File: src/rtl/fifo_rd_pkg.sv
// Shared types and sizes for the FIFO packet reader and its output skid.
package fifo_rd_pkg;
    typedef enum logic {IDLE, READ} state_t;

    localparam int DATA_W     = 8;
    localparam int FIFO_DEPTH = 64;
    localparam int SKID_DEPTH = 4;
    localparam int SKID_AW    = $clog2(SKID_DEPTH);
endpackage

File: src/rtl/fifo_rd_skid.sv
// Small circular buffer absorbing FIFO read latency; push/pop may coincide.
module fifo_rd_skid
    import fifo_rd_pkg::*;
(
    input  logic              clk,
    input  logic              rst,
    input  logic              push,
    input  logic [DATA_W-1:0] push_data,
    input  logic              pop,
    output logic [DATA_W-1:0] head,
    output logic [SKID_AW:0]  occ
);
    logic [DATA_W-1:0]  mem_q [SKID_DEPTH];
    logic [SKID_AW-1:0] wr_ptr_q, wr_ptr_d;
    logic [SKID_AW-1:0] rd_ptr_q, rd_ptr_d;
    logic [SKID_AW:0]   occ_q, occ_d;

    always_comb begin
        wr_ptr_d = wr_ptr_q + SKID_AW'(push);
        rd_ptr_d = rd_ptr_q + SKID_AW'(pop);
        occ_d    = occ_q + (SKID_AW+1)'(push) - (SKID_AW+1)'(pop);
    end

    always_ff @(posedge clk or posedge rst) begin
        if (rst) begin
            wr_ptr_q <= '0;
            rd_ptr_q <= '0;
            occ_q    <= '0;
        end else begin
            wr_ptr_q <= wr_ptr_d;
            rd_ptr_q <= rd_ptr_d;
            occ_q    <= occ_d;
        end
    end

    // Entries are cleared so the link data reads 0 straight out of reset.
    always_ff @(posedge clk or posedge rst) begin
        if (rst) begin
            for (int i = 0; i < SKID_DEPTH; i++) mem_q[i] <= '0;
        end else if (push) begin
            mem_q[wr_ptr_q] <= push_data;
        end
    end

    assign head = mem_q[rd_ptr_q];
    assign occ  = occ_q;
endmodule

File: src/rtl/fifo_pkt_reader.sv
// Drains the sync FIFO into fixed-length packets on a valid/ready link.
// Optional FIFO_RD_HDR_EN prepends a length header byte to every packet.
module fifo_pkt_reader
    import fifo_rd_pkg::*;
#(
    parameter int PKT_LEN = 16,
    parameter int CNT_W   = 7,
    parameter int PCNT_W  = 16
) (
    input  logic              clk,
    input  logic              rst,
    output logic              fifo_rd_en,
    input  logic [7:0]        fifo_data,
    input  logic              fifo_empty,
    input  logic [CNT_W-1:0]  fifo_count,
    input  logic              flush,
    output logic [7:0]        tx_data,
    output logic              tx_valid,
    input  logic              tx_ready,
    output logic              tx_sof,
    output logic              tx_eof,
    output logic              busy,
    output logic [PCNT_W-1:0] pkt_cnt
);
    localparam logic [CNT_W-1:0] PKT_LEN_C = CNT_W'(PKT_LEN);

    state_t              state_q, state_d;
    logic [CNT_W-1:0]    rd_left_q, rd_left_d;
    logic [CNT_W:0]      tx_left_q, tx_left_d;
    logic                first_q, first_d;
    logic                inflight_q;
    logic [PCNT_W-1:0]   pkt_cnt_q, pkt_cnt_d;

    logic [SKID_AW:0]    skid_occ;
    logic [DATA_W-1:0]   skid_head;
    logic [DATA_W-1:0]   push_data;
    logic                push;
    logic                start;
    logic                rd_en;
    logic                beat;
    logic [CNT_W-1:0]    len_start;
    logic [CNT_W:0]      tx_len_start;

    assign start     = (state_q == IDLE) &&
                       ((fifo_count >= PKT_LEN_C) || (flush && (fifo_count != '0)));
    assign len_start = (fifo_count >= PKT_LEN_C) ? PKT_LEN_C : fifo_count;

    // Issue only when the skid can still hold every byte already requested.
    assign rd_en = (state_q == READ) && (rd_left_q != '0) && !fifo_empty &&
                   (({1'b0, skid_occ} + {{SKID_AW{1'b0}}, inflight_q}) <= (SKID_AW+2)'(2));

    assign beat = tx_valid && tx_ready;

`ifdef FIFO_RD_HDR_EN
    assign push         = inflight_q || start;
    assign push_data    = inflight_q ? fifo_data : {1'b0, len_start[6:0]};
    assign tx_len_start = {1'b0, len_start} + (CNT_W+1)'(1);
`else
    assign push         = inflight_q;
    assign push_data    = fifo_data;
    assign tx_len_start = {1'b0, len_start};
`endif

    always_comb begin
        state_d   = state_q;
        rd_left_d = rd_left_q;
        tx_left_d = tx_left_q;
        first_d   = first_q;
        pkt_cnt_d = pkt_cnt_q;
        case (state_q)
            IDLE: begin
                if (start) begin
                    state_d   = READ;
                    rd_left_d = len_start;
                    tx_left_d = tx_len_start;
                    first_d   = 1'b1;
                end
            end
            READ: begin
                if (rd_en) rd_left_d = rd_left_q - CNT_W'(1);
                if (beat) begin
                    first_d   = 1'b0;
                    tx_left_d = tx_left_q - (CNT_W+1)'(1);
                    if (tx_left_q == (CNT_W+1)'(1)) begin
                        state_d   = IDLE;
                        pkt_cnt_d = pkt_cnt_q + PCNT_W'(1);
                    end
                end
            end
            default: state_d = IDLE;
        endcase
    end

    always_ff @(posedge clk or posedge rst) begin
        if (rst) begin
            state_q    <= IDLE;
            rd_left_q  <= '0;
            tx_left_q  <= '0;
            first_q    <= 1'b0;
            inflight_q <= 1'b0;
            pkt_cnt_q  <= '0;
        end else begin
            state_q    <= state_d;
            rd_left_q  <= rd_left_d;
            tx_left_q  <= tx_left_d;
            first_q    <= first_d;
            inflight_q <= rd_en;
            pkt_cnt_q  <= pkt_cnt_d;
        end
    end

    fifo_rd_skid u_skid (
        .clk       (clk),
        .rst       (rst),
        .push      (push),
        .push_data (push_data),
        .pop       (beat),
        .head      (skid_head),
        .occ       (skid_occ)
    );

    assign fifo_rd_en = rd_en;
    assign tx_valid   = (skid_occ != '0);
    assign tx_data    = skid_head;
    assign tx_sof     = tx_valid && first_q;
    assign tx_eof     = tx_valid && (tx_left_q == (CNT_W+1)'(1));
    assign busy       = (state_q != IDLE);
    assign pkt_cnt    = pkt_cnt_q;
endmodule

File: config.mk
export PLATFORM = sky130hd
export DESIGN_NAME = fifo_pkt_reader
export DESIGN_NICKNAME = d
export VERILOG_FILES = /design/src/rtl/fifo_rd_pkg.sv /design/src/rtl/fifo_rd_skid.sv /design/src/rtl/fifo_pkt_reader.sv
export SDC_FILE = /design/constraint.sdc
export NUM_CORES = 1
export LEC_CHECK = 0
export ABC_AREA = 1
export BUFFER_PORTS_ARGS = -buffer_cell sky130_fd_sc_hd__buf_2
export CAP_MARGIN = 20
export CORE_ASPECT_RATIO = 1.2
export CORE_MARGIN = 2
export CORE_UTILIZATION = 50
export DETAILED_ROUTE_END_ITERATION = 10
export GPL_TIMING_DRIVEN = 0
export PLACE_DENSITY = 0.73
export SYNTH_ARGS = -nofsm -noshare
export SYNTH_HDL_FRONTEND = slang
export SYNTH_SLANG_ARGS = --single-unit
File: constraint.sdc
create_clock -name clk -period 2.9 [get_ports clk]
set_input_delay 0.58 -clock clk [delete_from_list [all_inputs] [get_ports clk]]
set_output_delay 0.58 -clock clk [all_outputs]
set_load 0.01 [all_outputs]
======== Word level (Yosys, flattened, before mapping) ========
Cells that the tools add are included.
cells by class
  magnitude comparators ................... 5
  muxes and demuxes ....................... 20
  equal/unequal tests ..................... 4
  bitwise operators ....................... 3
  add/sub/neg operators ................... 8
  reductions and logical operators ........ 17
operators by type and width
  kind                                                                                 number
  8-bit 2-to-1 mux                                                                     5
  32-bit bitwise mux                                                                   1
  7-bit 2-to-1 mux                                                                     3
  16-bit by 1-bit adder with 16-bit output, second input constant                      1
  8-bit binary-select mux with 2-bit select                                            1
  8-bit demux with 2-bit select                                                        1
  8-bit one-hot mux with 2 select lines                                                1
  7-bit one-hot mux with 2 select lines                                                1
  7-bit nonzero test                                                                   2
  1-bit logical AND                                                                    9
  8-bit by 1-bit equality test with 1-bit output, second input constant                1
  8-bit by 1-bit subtractor with 8-bit output, second input constant                   1
  7-bit by 5-bit greater-or-equal comparator with 1-bit output, second input constant  1
  7-bit by 1-bit subtractor with 7-bit output, second input constant                   1
  3-bit greater-or-equal comparator, second input constant                             2
  2-bit NOT with 3-bit output                                                          2
  1-bit 2-to-1 mux                                                                     5
  2-bit by 1-bit adder with 2-bit output                                               2
  3-bit by 1-bit adder with 4-bit output                                               1
  4-bit by 2-bit less-or-equal comparator with 1-bit output, second input constant     1
  2-bit by 1-bit != test with 1-bit output, second input constant                      2
  1-bit one-hot mux with 2 select lines                                                2
  2-bit AND reduction                                                                  2
  3-bit by 1-bit adder with 3-bit output                                               1
  other kinds (8)                                                                      8
word-level totals
  output and inout bits ................... 29
  register bits ........................... 73
  logic and storage cells ................. 70

======== Depth between registers and ports, before layout ========
Gate-level depths: netlist of the first run.
  word-level depth ........................ 6
  gate-level depth with buffers ........... 11
  depth with buffers taken out ............ 11

======== Hierarchy ========
From an unflattened synthesis of the first run, not the netlist that was laid out.
unflattened totals
  cells, all modules ...................... 588
  area, all modules ....................... 4209.0 µm²
modules (own cells, without submodules)
  module           times used  area an instance (µm²)  cells each  sequential area each (µm²)
  fifo_pkt_reader  1           2219.6                  326         850.8
  fifo_rd_skid     1           1989.4                  262         975.9

======== Least setup slack after synthesis of the first run ========
Ideal clock, no wire load.
  kind .................................... reg-to-output
  from .................................... register inflight_q
  to ...................................... output port fifo_rd_en
  setup slack ............................. 969 ps
  required time ........................... 2320 ps
  cell stages (with the launch flop) ...... 8
  arrival time ............................ 1351 ps
  path buffers ............................ 0
  path through ............................ dfrtp_1 ha_1 ha_1 nand2_1 nand2_2 nor2_4 nand2_4 inv_1
on the way
  longest elaborated chain between the ends .. 3
RTL lines
  element                                                    RTL line                RTL
  start, declared                                            fifo_pkt_reader.sv:31   logic inflight_q;
  start signal, assigned                                     fifo_pkt_reader.sv:107  inflight_q <= rd_en;
  3-bit by 1-bit adder with 4-bit output                     fifo_pkt_reader.sv:50   (({1'b0, skid_occ} + {{SKID_AW{1'b0}}, inflight_q}) <= (SKID_AW+2)'(2));
  4-bit by 2-bit less-or-equal comparator with 1-bit output  fifo_pkt_reader.sv:50
  1-bit logical AND                                          fifo_pkt_reader.sv:49   assign rd_en = (state_q == READ) && (rd_left_q != '0) && !fifo_empty &&
  end, declared                                              fifo_pkt_reader.sv:12   output logic fifo_rd_en,
Every way passes these cells.

======== Final worst setup path of the first run ========
Ends and elaborated chain as after synthesis.

==> results.sh, run 1 <==
export IMPL_status="finished, final reports clean"
export IMPL_path_max_fanout=8
export IMPL_path_common_cell="ha_1"
export IMPL_fp_row_count=35
export IMPL_clk_latency_ns=0.35
export IMPL_via_per_inst=5.25
export IMPL_core_sq_um=7660
export IMPL_hold_path_class="input port to asynchronous set/reset pin"
export IMPL_grt_max_degree=54
export IMPL_port_buffers=48
export IMPL_antenna_found_initial=0
export IMPL_fmax_mhz=400
export IMPL_synth_common_cells="nand2_1, dfrtp_1, o21ai_0"
export IMPL_die_area_sq_um=8580
export IMPL_drtPass1Iterations=4
export IMPL_p_sw_frac=0.418
export IMPL_rrSetupSlack_ns=1.09
export IMPL_final_cells=660
export IMPL_worstMarginPinSlew_ns=0.536
export IMPL_dp_cells=644
export IMPL_drt_iter0_markers=127
export IMPL_grt_pass1_wl_um=15100
export IMPL_critical_path_class="flip-flop to output port"
export IMPL_synthFlopType="dfrtp_1"
export IMPL_start_util=0.512
export IMPL_hold_buffers=0
export IMPL_clkTransAtPathRegs_ns=0.08
export IMPL_switchingPower_mw=1.94
export IMPL_synthAdderAreaFrac=0.0338
export IMPL_grt_overflow_total=0
export IMPL_whs_ns=0.178
export IMPL_synthTopCellsByArea="dfrtp_1, nand2_1, o21ai_0, inv_1, nor2_1"
export IMPL_setup_viol=0
export IMPL_yosys_area_share_xor_xnor=0.0265
export IMPL_synth_edff_count=0
export IMPL_place_ws_ns=0.758
export IMPL_drive_gt1_frac=0.171
export IMPL_startpoint="inflight_q$_DFF_PP0_"
export IMPL_seqPwrFrac=0.383
export IMPL_cp_end_kind="output port"
export IMPL_finClkSkew_ns=0.00703
export IMPL_cts_root_buf="clkbuf_8"
export IMPL_hpwl_um=6370
export IMPL_tritoncts="built"
export IMPL_drv_slew=0
export IMPL_post_drt_wl_per_cell_um=13.4
export IMPL_cts_buffer_depth=2
export IMPL_antenna_left=0
export IMPL_synth_compound_area_frac=0.109
export IMPL_clock_sinks=73
export IMPL_yosys_area_top_type="dfrtp_1"
export IMPL_yosysTopAreaCellShare=0.465
export IMPL_rsz0062_at_grt="false"
export IMPL_r2r_end="u_skid.occ[2]$_DFF_PP0_"
export IMPL_syn_area_per_cell_sq_um=7.80
export IMPL_synth_top_family_by_area="simple AND/OR/NAND/NOR gates"
export IMPL_yosysMostFrequentCell="nand2_1"
export IMPL_vias=3463
export IMPL_p_per_area_nw_per_um2=1030
export IMPL_synthDistinctLibCells=31
export IMPL_maxCapViolations=0
export IMPL_nNetsFinal=593
export IMPL_synthArstFlopShare=1.00
export IMPL_numCtsBuffers=9
export IMPL_power_internal_mw=2.71
export IMPL_setup_worst_path_end="fifo_rd_en"
export IMPL_drc=0
export IMPL_gp_congestion=0.880
export IMPL_grt_usage=0.220
export IMPL_r2r_cells=9
export IMPL_cpMaxStageDelayCell="dfrtp_1"
export IMPL_die_h_um=101
export IMPL_ctsResizeCount=0
export IMPL_area_growth_pct=15.4
export IMPL_synthSimpleGateAreaFrac=0.292
export IMPL_first_global_vias=3280
export IMPL_hold_viol=0
export IMPL_period_share=0.863
export IMPL_chipWidth_um=84.9
export IMPL_pwr_share_comb=0.428
export IMPL_peakVddDrop_v=0.000506
export IMPL_worst_slack_ns=0.398
export IMPL_period_needed_ns=2.50
export IMPL_crit_path_max_incr_delay_ns=0.47
export IMPL_fin_tns_setup_ns=0
export IMPL_crit_required_ns=2.32
export IMPL_worstPathCellList="ha_1, ha_1, nand2_1, nand2_2, nor2_4, nand2_4, inv_1, buf_2"
export IMPL_cts_setup_buffers=0
export IMPL_cp_arrival_ns=1.92
export IMPL_diodes=0
export IMPL_r2r_start="u_skid.occ[1]$_DFF_PP0_"
export IMPL_synthCells=503
export IMPL_ys_seq_elements=73
export IMPL_fill_cells=714
export IMPL_synth_area_sq_um=3930
export IMPL_synth_warning_count=0
export IMPL_power_share_clock=0.189
export IMPL_slew_headroom=0.643
export IMPL_critPathLaunchType="flip-flop"
export IMPL_boundaryPins=49
export IMPL_synth_mux_area_fraction=0
export IMPL_yosysSeqAreaShare=0.465
export IMPL_p_leak_nw=2.31
export IMPL_cts_htree_levels=3
export IMPL_syn_num_nets=533
export IMPL_drt_wl_total_um=8880
## cell families after synthesis
group / after synthesis
simple gates: 258
compound gates: 82
flops: 73
buf+inv: 69
xor+xnor: 11
fa+ha+maj: 10
## worst min-delay path by stage
stage	to	startpoint	cells after the start
floorplan	u_skid.mem_q[10]$_DFFE_PP0P_	u_skid.mem_q[10]$_DFFE_PP0P_	2
global placement	u_skid.mem_q[17]$_DFFE_PP0P_	u_skid.mem_q[17]$_DFFE_PP0P_	2
detailed placement	u_skid.mem_q[10]$_DFFE_PP0P_	u_skid.mem_q[10]$_DFFE_PP0P_	2
CTS	pkt_cnt[8]$_DFFE_PP0P_	rst	2
global route	pkt_cnt[8]$_DFFE_PP0P_	rst	2
finish	pkt_cnt[8]$_DFFE_PP0P_	rst	2
## registers in the layout (all words and copies together) (netlist names)
signal / flops
busy: 1
u_skid.mem_q: 32
tx_left_q: 8
rd_left_q: 7
first_q: 1
u_skid.occ: 3
inflight_q: 1
u_skid.rd_ptr_q: 2
u_skid.wr_ptr_q: 2
pkt_cnt: 16
## stage by stage
stage	cell area, sq um	total power [mW]	utilization
after floorplan	3930	3.20	-
after global placement	4280	3.70	0.559
after detailed placement	4310	3.79	0.562
after CTS	4530	4.68	0.591
after global routing	4530	5.08	0.591
final	4530	4.65	0.591
## final cells by class
class | instances | area [sq um] | area share
clock inverters | 6 | 92.6 | 0.0204
multi-input cells | 361 | 1810 | 0.399
plain buffers | 12 | 72.6 | 0.0160
inverters | 57 | 219 | 0.0483
flip-flops and latches | 73 | 1830 | 0.403
repair buffers | 49 | 268 | 0.0591
clock buffers | 10 | 128 | 0.0282
well taps | 92 | 115 | 0.0254
## worst max-delay path: cells and delay by family, from the launching register on
family / cells / cell delay, ns
fa+ha+maj: 2 / 0.52
flops: 1 / 0.47
simple gates: 4 / 0.37
buf+inv: 2 / 0.20
## power by group through the flow
stage,Clock (mW),Sequential [mW],Combinational [mW]
after floorplan,0,1.75,1.45
after global placement,0,1.78,1.92
after detailed placement,0,1.79,2.00
after CTS,0.896,1.78,2.00
after global routing,0.936,1.84,2.31
final,0.880,1.78,1.99
## placed cells by master (no fill, tap or decap)
master,n
o21ai_0,63
nand2_2,2
nand3b_1,2
fa_1,1
clkinvlp_4,2
nor3_1,1
nand3_1,31
inv_2,5
buf_4,2
clkinv_4,2
clkbuf_8,9
and2_1,1
xor2_2,1
nand4_1,8
buf_16,1
o21ai_1,3
nand3_4,2
buf_6,2
clkbuf_1,5
a21oi_1,3
a31oi_1,1
bufinv_16,2
nor2_2,4
nand2_4,3
o22ai_1,12
xnor2_1,5
nand3_2,2
inv_4,2
nor2_4,4
nand2_1,151
inv_1,50
dfrtp_1,73
buf_2,52
nor2_1,47
xor2_1,5
ha_1,9
## metal layers
metal,track usage,routed length [um],vias up
li1,-,-,1739
met1,0.280,3890,1636
met2,0.375,4500,77
met3,0.0352,376,11
met4,0.0916,116,0
met5,0,0,-
(Power assumes the default switching activity.)
==> run 2: changes to the inputs <==
--- a/config.mk
+++ b/config.mk
@@ -6,7 +6,7 @@
 export NUM_CORES = 1
 export LEC_CHECK = 0
 export ABC_AREA = 1
-export BUFFER_PORTS_ARGS = -buffer_cell sky130_fd_sc_hd__buf_2
+export BUFFER_PORTS_ARGS = -buffer_cell sky130_fd_sc_hd__buf_4
 export CAP_MARGIN = 20
 export CORE_ASPECT_RATIO = 1.2
 export CORE_MARGIN = 2
==> run 2 against run 1 <==
  * Clock power rose by 3.3%
  * Sequential share of layout area fell by 1.1 points
  * Die area did not move
  * Largest cell class unchanged
  * Cell count did not move
  * Sequential power barely moved
  * Routed wire length fell by 0.34%
  * Register-to-register slack got worse by 0.02 ns
  * Setup slack got worse by 0.016 ns
  * Power rose by 3.2%
  * Final area rose by 2.8%
  * Clock-buffer cell count did not move
  * Global-route usage barely moved
==> results.sh, run 2 (synthesized netlist as in run 1, its figures left out) <==
export IMPL_ctsResizeCount=0
export IMPL_tritoncts="built"
export IMPL_seqPwrFrac=0.374
export IMPL_cp_arrival_ns=1.94
export IMPL_hpwl_um=6300
export IMPL_rsz0062_at_grt="false"
export IMPL_gp_congestion=0.884
export IMPL_grt_pass1_wl_um=15200
export IMPL_pwr_share_comb=0.437
export IMPL_chipWidth_um=84.9
export IMPL_maxCapViolations=0
export IMPL_diodes=0
export IMPL_port_buffers=48
export IMPL_p_leak_nw=2.35
export IMPL_drt_wl_total_um=8850
export IMPL_slew_headroom=0.643
export IMPL_drive_gt1_frac=0.173
export IMPL_grt_max_degree=59
export IMPL_core_sq_um=7660
export IMPL_r2r_start="u_skid.occ[1]$_DFF_PP0_"
export IMPL_hold_path_class="input port to asynchronous set/reset pin"
export IMPL_finClkSkew_ns=0.0155
export IMPL_cts_htree_levels=3
export IMPL_first_global_vias=3223
export IMPL_r2r_cells=9
export IMPL_fmax_mhz=397
export IMPL_cp_end_kind="output port"
export IMPL_power_share_clock=0.189
export IMPL_status="finished, final reports clean"
export IMPL_path_max_fanout=8
export IMPL_stdcell_area_sq_um=4660
export IMPL_post_drt_wl_per_cell_um=13.4
export IMPL_p_per_area_nw_per_um2=1030
export IMPL_period_share=0.869
export IMPL_hold_buffers=0
export IMPL_r2r_end="u_skid.occ[2]$_DFF_PP0_"
export IMPL_placed_area_sq_um=4430
export IMPL_period_needed_ns=2.52
export IMPL_fin_tns_setup_ns=0
export IMPL_whs_ns=0.152
export IMPL_fp_row_count=35
export IMPL_grt_overflow_total=0
export IMPL_rrSetupSlack_ns=1.07
export IMPL_layout_common_cells="nand2_1, dfrtp_1, o21ai_0"
export IMPL_area_growth_pct=18.7
export IMPL_regMostFlops="u_skid.mem_q"
export IMPL_cts_buffer_depth=2
export IMPL_switchingPower_mw=1.97
export IMPL_nNetsFinal=593
export IMPL_clkTransAtPathRegs_ns=0.09
export IMPL_antenna_left=0
export IMPL_drtPass1Iterations=5
export IMPL_clock_sinks=73
export IMPL_numCtsBuffers=9
export IMPL_via_per_inst=5.21
export IMPL_die_h_um=101
export IMPL_drc=0
export IMPL_setup_viol=0
export IMPL_crit_required_ns=2.32
export IMPL_drt_iter0_markers=158
export IMPL_final_common_cell="nand2_1"
export IMPL_vias=3439
export IMPL_die_area_sq_um=8580
export IMPL_power_internal_mw=2.84
export IMPL_start_util=0.512
export IMPL_p_total_mw=4.80
export IMPL_startpoint="inflight_q$_DFF_PP0_"
export IMPL_antenna_found_initial=0
export IMPL_worstMarginPinSlew_ns=0.536
export IMPL_hold_viol=0
export IMPL_boundaryPins=49
export IMPL_cts_root_buf="clkbuf_8"
export IMPL_cts_setup_buffers=0
export IMPL_grt_usage=0.221
export IMPL_setup_worst_path_end="fifo_rd_en"
export IMPL_final_core_util=0.608
export IMPL_critical_path_class="flip-flop to output port"
export IMPL_clk_latency_ns=0.35
export IMPL_largest_reg_flops=32
export IMPL_p_sw_frac=0.410
export IMPL_critPathLaunchType="flip-flop"
export IMPL_peakVddDrop_v=0.000614
export IMPL_drv_slew=0
run 2: cell types whose count changed in the layout (fill, tap and decap cells not counted), sizes merged:
cell	change
clkinvlp	-1
inv	+1
run 2: metal layers:
| metal | vias up | share of wire | GRT usage |
|---|---|---|---|
| li1 | 1741 | - | - |
| met1 | 1612 | 0.44 | 0.285 |
| met2 | 73 | 0.50 | 0.385 |
| met3 | 13 | 0.043 | 0.0303 |
| met4 | 0 | 0.013 | 0.0696 |
| met5 | - | 0 | 0 |
run 2: worst min-delay path by stage:
stage | startpoint | to | slack (ns)
after floorplan | u_skid.mem_q[10]$_DFFE_PP0P_ | u_skid.mem_q[10]$_DFFE_PP0P_ | 0.45
after CTS | rst | pkt_cnt[7]$_DFFE_PP0P_ | 0.16
after global routing | rst | pkt_cnt[7]$_DFFE_PP0P_ | 0.16
final | rst | pkt_cnt[7]$_DFFE_PP0P_ | 0.15
after global placement | u_skid.mem_q[14]$_DFFE_PP0P_ | u_skid.mem_q[14]$_DFFE_PP0P_ | 0.46
after detailed placement | u_skid.mem_q[13]$_DFFE_PP0P_ | u_skid.mem_q[13]$_DFFE_PP0P_ | 0.47
run 2: through the flow:
stage / worst slack [ns] / std cells
floorplan: 0.467 / 503
detailed placement: 0.760 / 644
CTS: 0.382 / 660
finish: 0.381 / 660
global route: 0.268 / 660
global placement: -0.478 / 643
run 2: power by group through the flow:
stage / Sequential (mW) / Combinational (mW) / Clock, mW
floorplan: 1.75 / 1.45 / 0
global placement: 1.78 / 2.03 / 0
detailed placement: 1.81 / 2.10 / 0
CTS: 1.79 / 2.11 / 0.919
global route: 1.86 / 2.41 / 0.962
finish: 1.80 / 2.10 / 0.909
run 2: layout make-up:
class / instances / area (sq um)
tap: 92 / 115
inverter: 57 / 219
clock buffer: 10 / 138
multi-input combinational: 361 / 1810
buffer: 12 / 72.6
fill: 665 / 3010
clock inverter: 6 / 90.1
timing repair buffer: 49 / 388
sequential: 73 / 1830
run 2: worst max-delay path: stages, from the launching register on:
cell and delay, ns:
dfrtp_1 0.48, ha_1 0.25, ha_1 0.27, nand2_1 0.09
nand2_2 0.07, nor2_4 0.13, nand2_4 0.10, inv_1 0.08
buf_4 0.11
==> run 3: changes to the inputs <==
--- a/config.mk
+++ b/config.mk
@@ -6,14 +6,16 @@
 export NUM_CORES = 1
 export LEC_CHECK = 0
 export ABC_AREA = 1
+export ABC_CLOCK_PERIOD_IN_PS = 2900
 export BUFFER_PORTS_ARGS = -buffer_cell sky130_fd_sc_hd__buf_4
 export CAP_MARGIN = 20
 export CORE_ASPECT_RATIO = 1.2
-export CORE_MARGIN = 2
+export CORE_MARGIN = 5
 export CORE_UTILIZATION = 50
 export DETAILED_ROUTE_END_ITERATION = 10
 export GPL_TIMING_DRIVEN = 0
 export PLACE_DENSITY = 0.73
+export SLEW_MARGIN = 20
 export SYNTH_ARGS = -nofsm -noshare
 export SYNTH_HDL_FRONTEND = slang
 export SYNTH_SLANG_ARGS = --single-unit
==> run 3 against run 2 <==
  * Clock power is 28% lower
  * Hold slack better by 0.085 ns
  * Combinational power hardly changed
  * Global-route usage is 2.8 points lower
  * Largest power group unchanged
==> results.sh, run 3 (synthesized netlist as in run 1, its figures left out) <==
export IMPL_seqCellArea_sq_um=1830
export IMPL_p_leak_nw=2.31
export IMPL_die_h_um=107
export IMPL_power_internal_mw=2.62
export IMPL_drt_iter0_markers=95
export IMPL_core_sq_um=7660
export IMPL_drt_wl_total_um=8890
export IMPL_placed_area_sq_um=4420
export IMPL_final_common_cell="nand2_1"
export IMPL_status="finished, final reports clean"
export IMPL_gp_congestion=0.849
export IMPL_clkTransAtPathRegs_ns=0.08
export IMPL_cts_setup_buffers=0
export IMPL_fin_tns_setup_ns=0
export IMPL_maxCapViolations=0
export IMPL_hold_path_class="input port to asynchronous set/reset pin"
export IMPL_worstMarginPinSlew_ns=0.511
export IMPL_antenna_found_initial=0
export IMPL_regMostFlops="u_skid.mem_q"
export IMPL_drc=0
export IMPL_seqPwrFrac=0.394
export IMPL_cts_htree_levels=3
export IMPL_post_drt_wl_per_cell_um=13.5
export IMPL_critPathLaunchType="flip-flop"
export IMPL_period_share=0.868
export IMPL_fp_row_count=35
export IMPL_clk_latency_ns=0.34
export IMPL_hold_viol=0
export IMPL_path_max_fanout=8
export IMPL_p_per_area_nw_per_um2=991
export IMPL_vias=3414
export IMPL_drive_gt1_frac=0.168
export IMPL_setup_viol=0
export IMPL_stdcell_area_sq_um=4570
export IMPL_worst_slack_ns=0.384
export IMPL_finClkSkew_ns=0.0152
export IMPL_boundaryPins=49
export IMPL_period_needed_ns=2.52
export IMPL_worstPathCellList="inv_1, ha_1, inv_1, nor2_1, nand4_1, nand2_4, inv_1, buf_4"
export IMPL_p_total_mw=4.53
export IMPL_path_common_cell="inv_1"
export IMPL_fill_cells=721
export IMPL_hpwl_um=6430
export IMPL_hold_buffers=0
export IMPL_diodes=0
export IMPL_crit_required_ns=2.32
export IMPL_ctsResizeCount=0
export IMPL_layout_common_cells="nand2_1, dfrtp_1, o21ai_0"
export IMPL_rsz0062_at_grt="false"
export IMPL_pwr_share_comb=0.462
export IMPL_grt_max_degree=45
export IMPL_drv_slew=0
export IMPL_port_buffers=48
export IMPL_fmax_mhz=397
export IMPL_cts_buffer_depth=2
export IMPL_area_growth_pct=16.5
export IMPL_grt_pass1_wl_um=15500
export IMPL_largest_reg_flops=32
export IMPL_p_sw_frac=0.422
export IMPL_first_global_vias=3433
export IMPL_via_per_inst=5.19
export IMPL_critical_path_class="flip-flop to output port"
export IMPL_slew_headroom=0.660
export IMPL_chipWidth_um=90.9
export IMPL_cts_root_buf="clkbuf_8"
export IMPL_switchingPower_mw=1.91
export IMPL_tritoncts="built"
export IMPL_drtPass1Iterations=5
export IMPL_cp_end_kind="output port"
export IMPL_die_area_sq_um=9730
export IMPL_start_util=0.512
export IMPL_cp_arrival_ns=1.94
export IMPL_crit_path_max_incr_delay_ns=0.40
export IMPL_antenna_left=0
export IMPL_cpMaxStageDelayCell="dfrtp_1"
export IMPL_power_share_clock=0.144
export IMPL_place_ws_ns=0.762
export IMPL_nNetsFinal=593
export IMPL_multi_input_area_sq_um=1810
export IMPL_clock_sinks=73
export IMPL_grt_overflow_total=0
export IMPL_peakVddDrop_v=0.000589
export IMPL_grt_usage=0.192
export IMPL_numCtsBuffers=9
## run 3: path summary, 6_finish.rpt
| path | depth (start not counted) | startpoint | slack (ns) | to |
|---|---|---|---|---|
| max | 8 | rd_left_q[0]$_DFFE_PP0P_ | 0.38 | fifo_rd_en |
| min reg2reg | 2 | u_skid.mem_q[19]$_DFFE_PP0P_ | 0.48 | u_skid.mem_q[19]$_DFFE_PP0P_ |
| min | 2 | rst | 0.24 | pkt_cnt[7]$_DFFE_PP0P_ |
| max in group asynchronous | 3 | rst | 2.09 | u_skid.rd_ptr_q[1]$_DFF_PP0_ |
| min in group clk | 2 | u_skid.mem_q[19]$_DFFE_PP0P_ | 0.48 | u_skid.mem_q[19]$_DFFE_PP0P_ |
| max reg2reg | 9 | u_skid.occ[1]$_DFF_PP0_ | 1.08 | u_skid.occ[2]$_DFF_PP0_ |
## run 3: metal layers
metal | vias to the layer above | GRT usage | part of all wire
met3 | 12 | 0.0393 | 0.035
li1 | 1736 | - | -
met4 | 0 | 0.0744 | 0.016
met2 | 61 | 0.338 | 0.51
met1 | 1605 | 0.231 | 0.44
met5 | - | 0 | 0
## run 3: power by group through the flow
| stage | Combinational, mW | Sequential [mW] | Clock [mW] |
|---|---|---|---|
| 6_report | 2.10 | 1.79 | 0.652 |
| 5_1_grt | 2.42 | 1.84 | 0.714 |
| 4_1_cts | 2.12 | 1.78 | 0.671 |
| 3_5_place_dp | 2.12 | 1.80 | 0 |
| 3_3_place_gp | 2.04 | 1.78 | 0 |
| 2_1_floorplan | 1.45 | 1.75 | 0 |
## run 3: final cells by class
type	instances	area share
well taps	92	0.0252
repair buffers	49	0.0832
clock buffers	10	0.0279
plain buffers	12	0.0159
flip-flops and latches	73	0.399
clock inverters	4	0.00492
inverters	57	0.0479
multi-input cells	361	0.396
## run 3: worst max-delay path, delay by kind of cell, from the launching register on
kind	cells	cell delay, ns
flops	1	0.40
buf+inv	4	0.41
fa+ha+maj	1	0.20
simple gates	3	0.58
## run 3: through the flow
step                hold slack [ns]  cells  utilization
CTS                           0.233    658        0.597
global route                  0.252    658        0.597
global placement              0.461    643        0.574
floorplan                     0.448    503            -
detailed placement            0.468    644        0.577
finish                        0.238    658        0.597
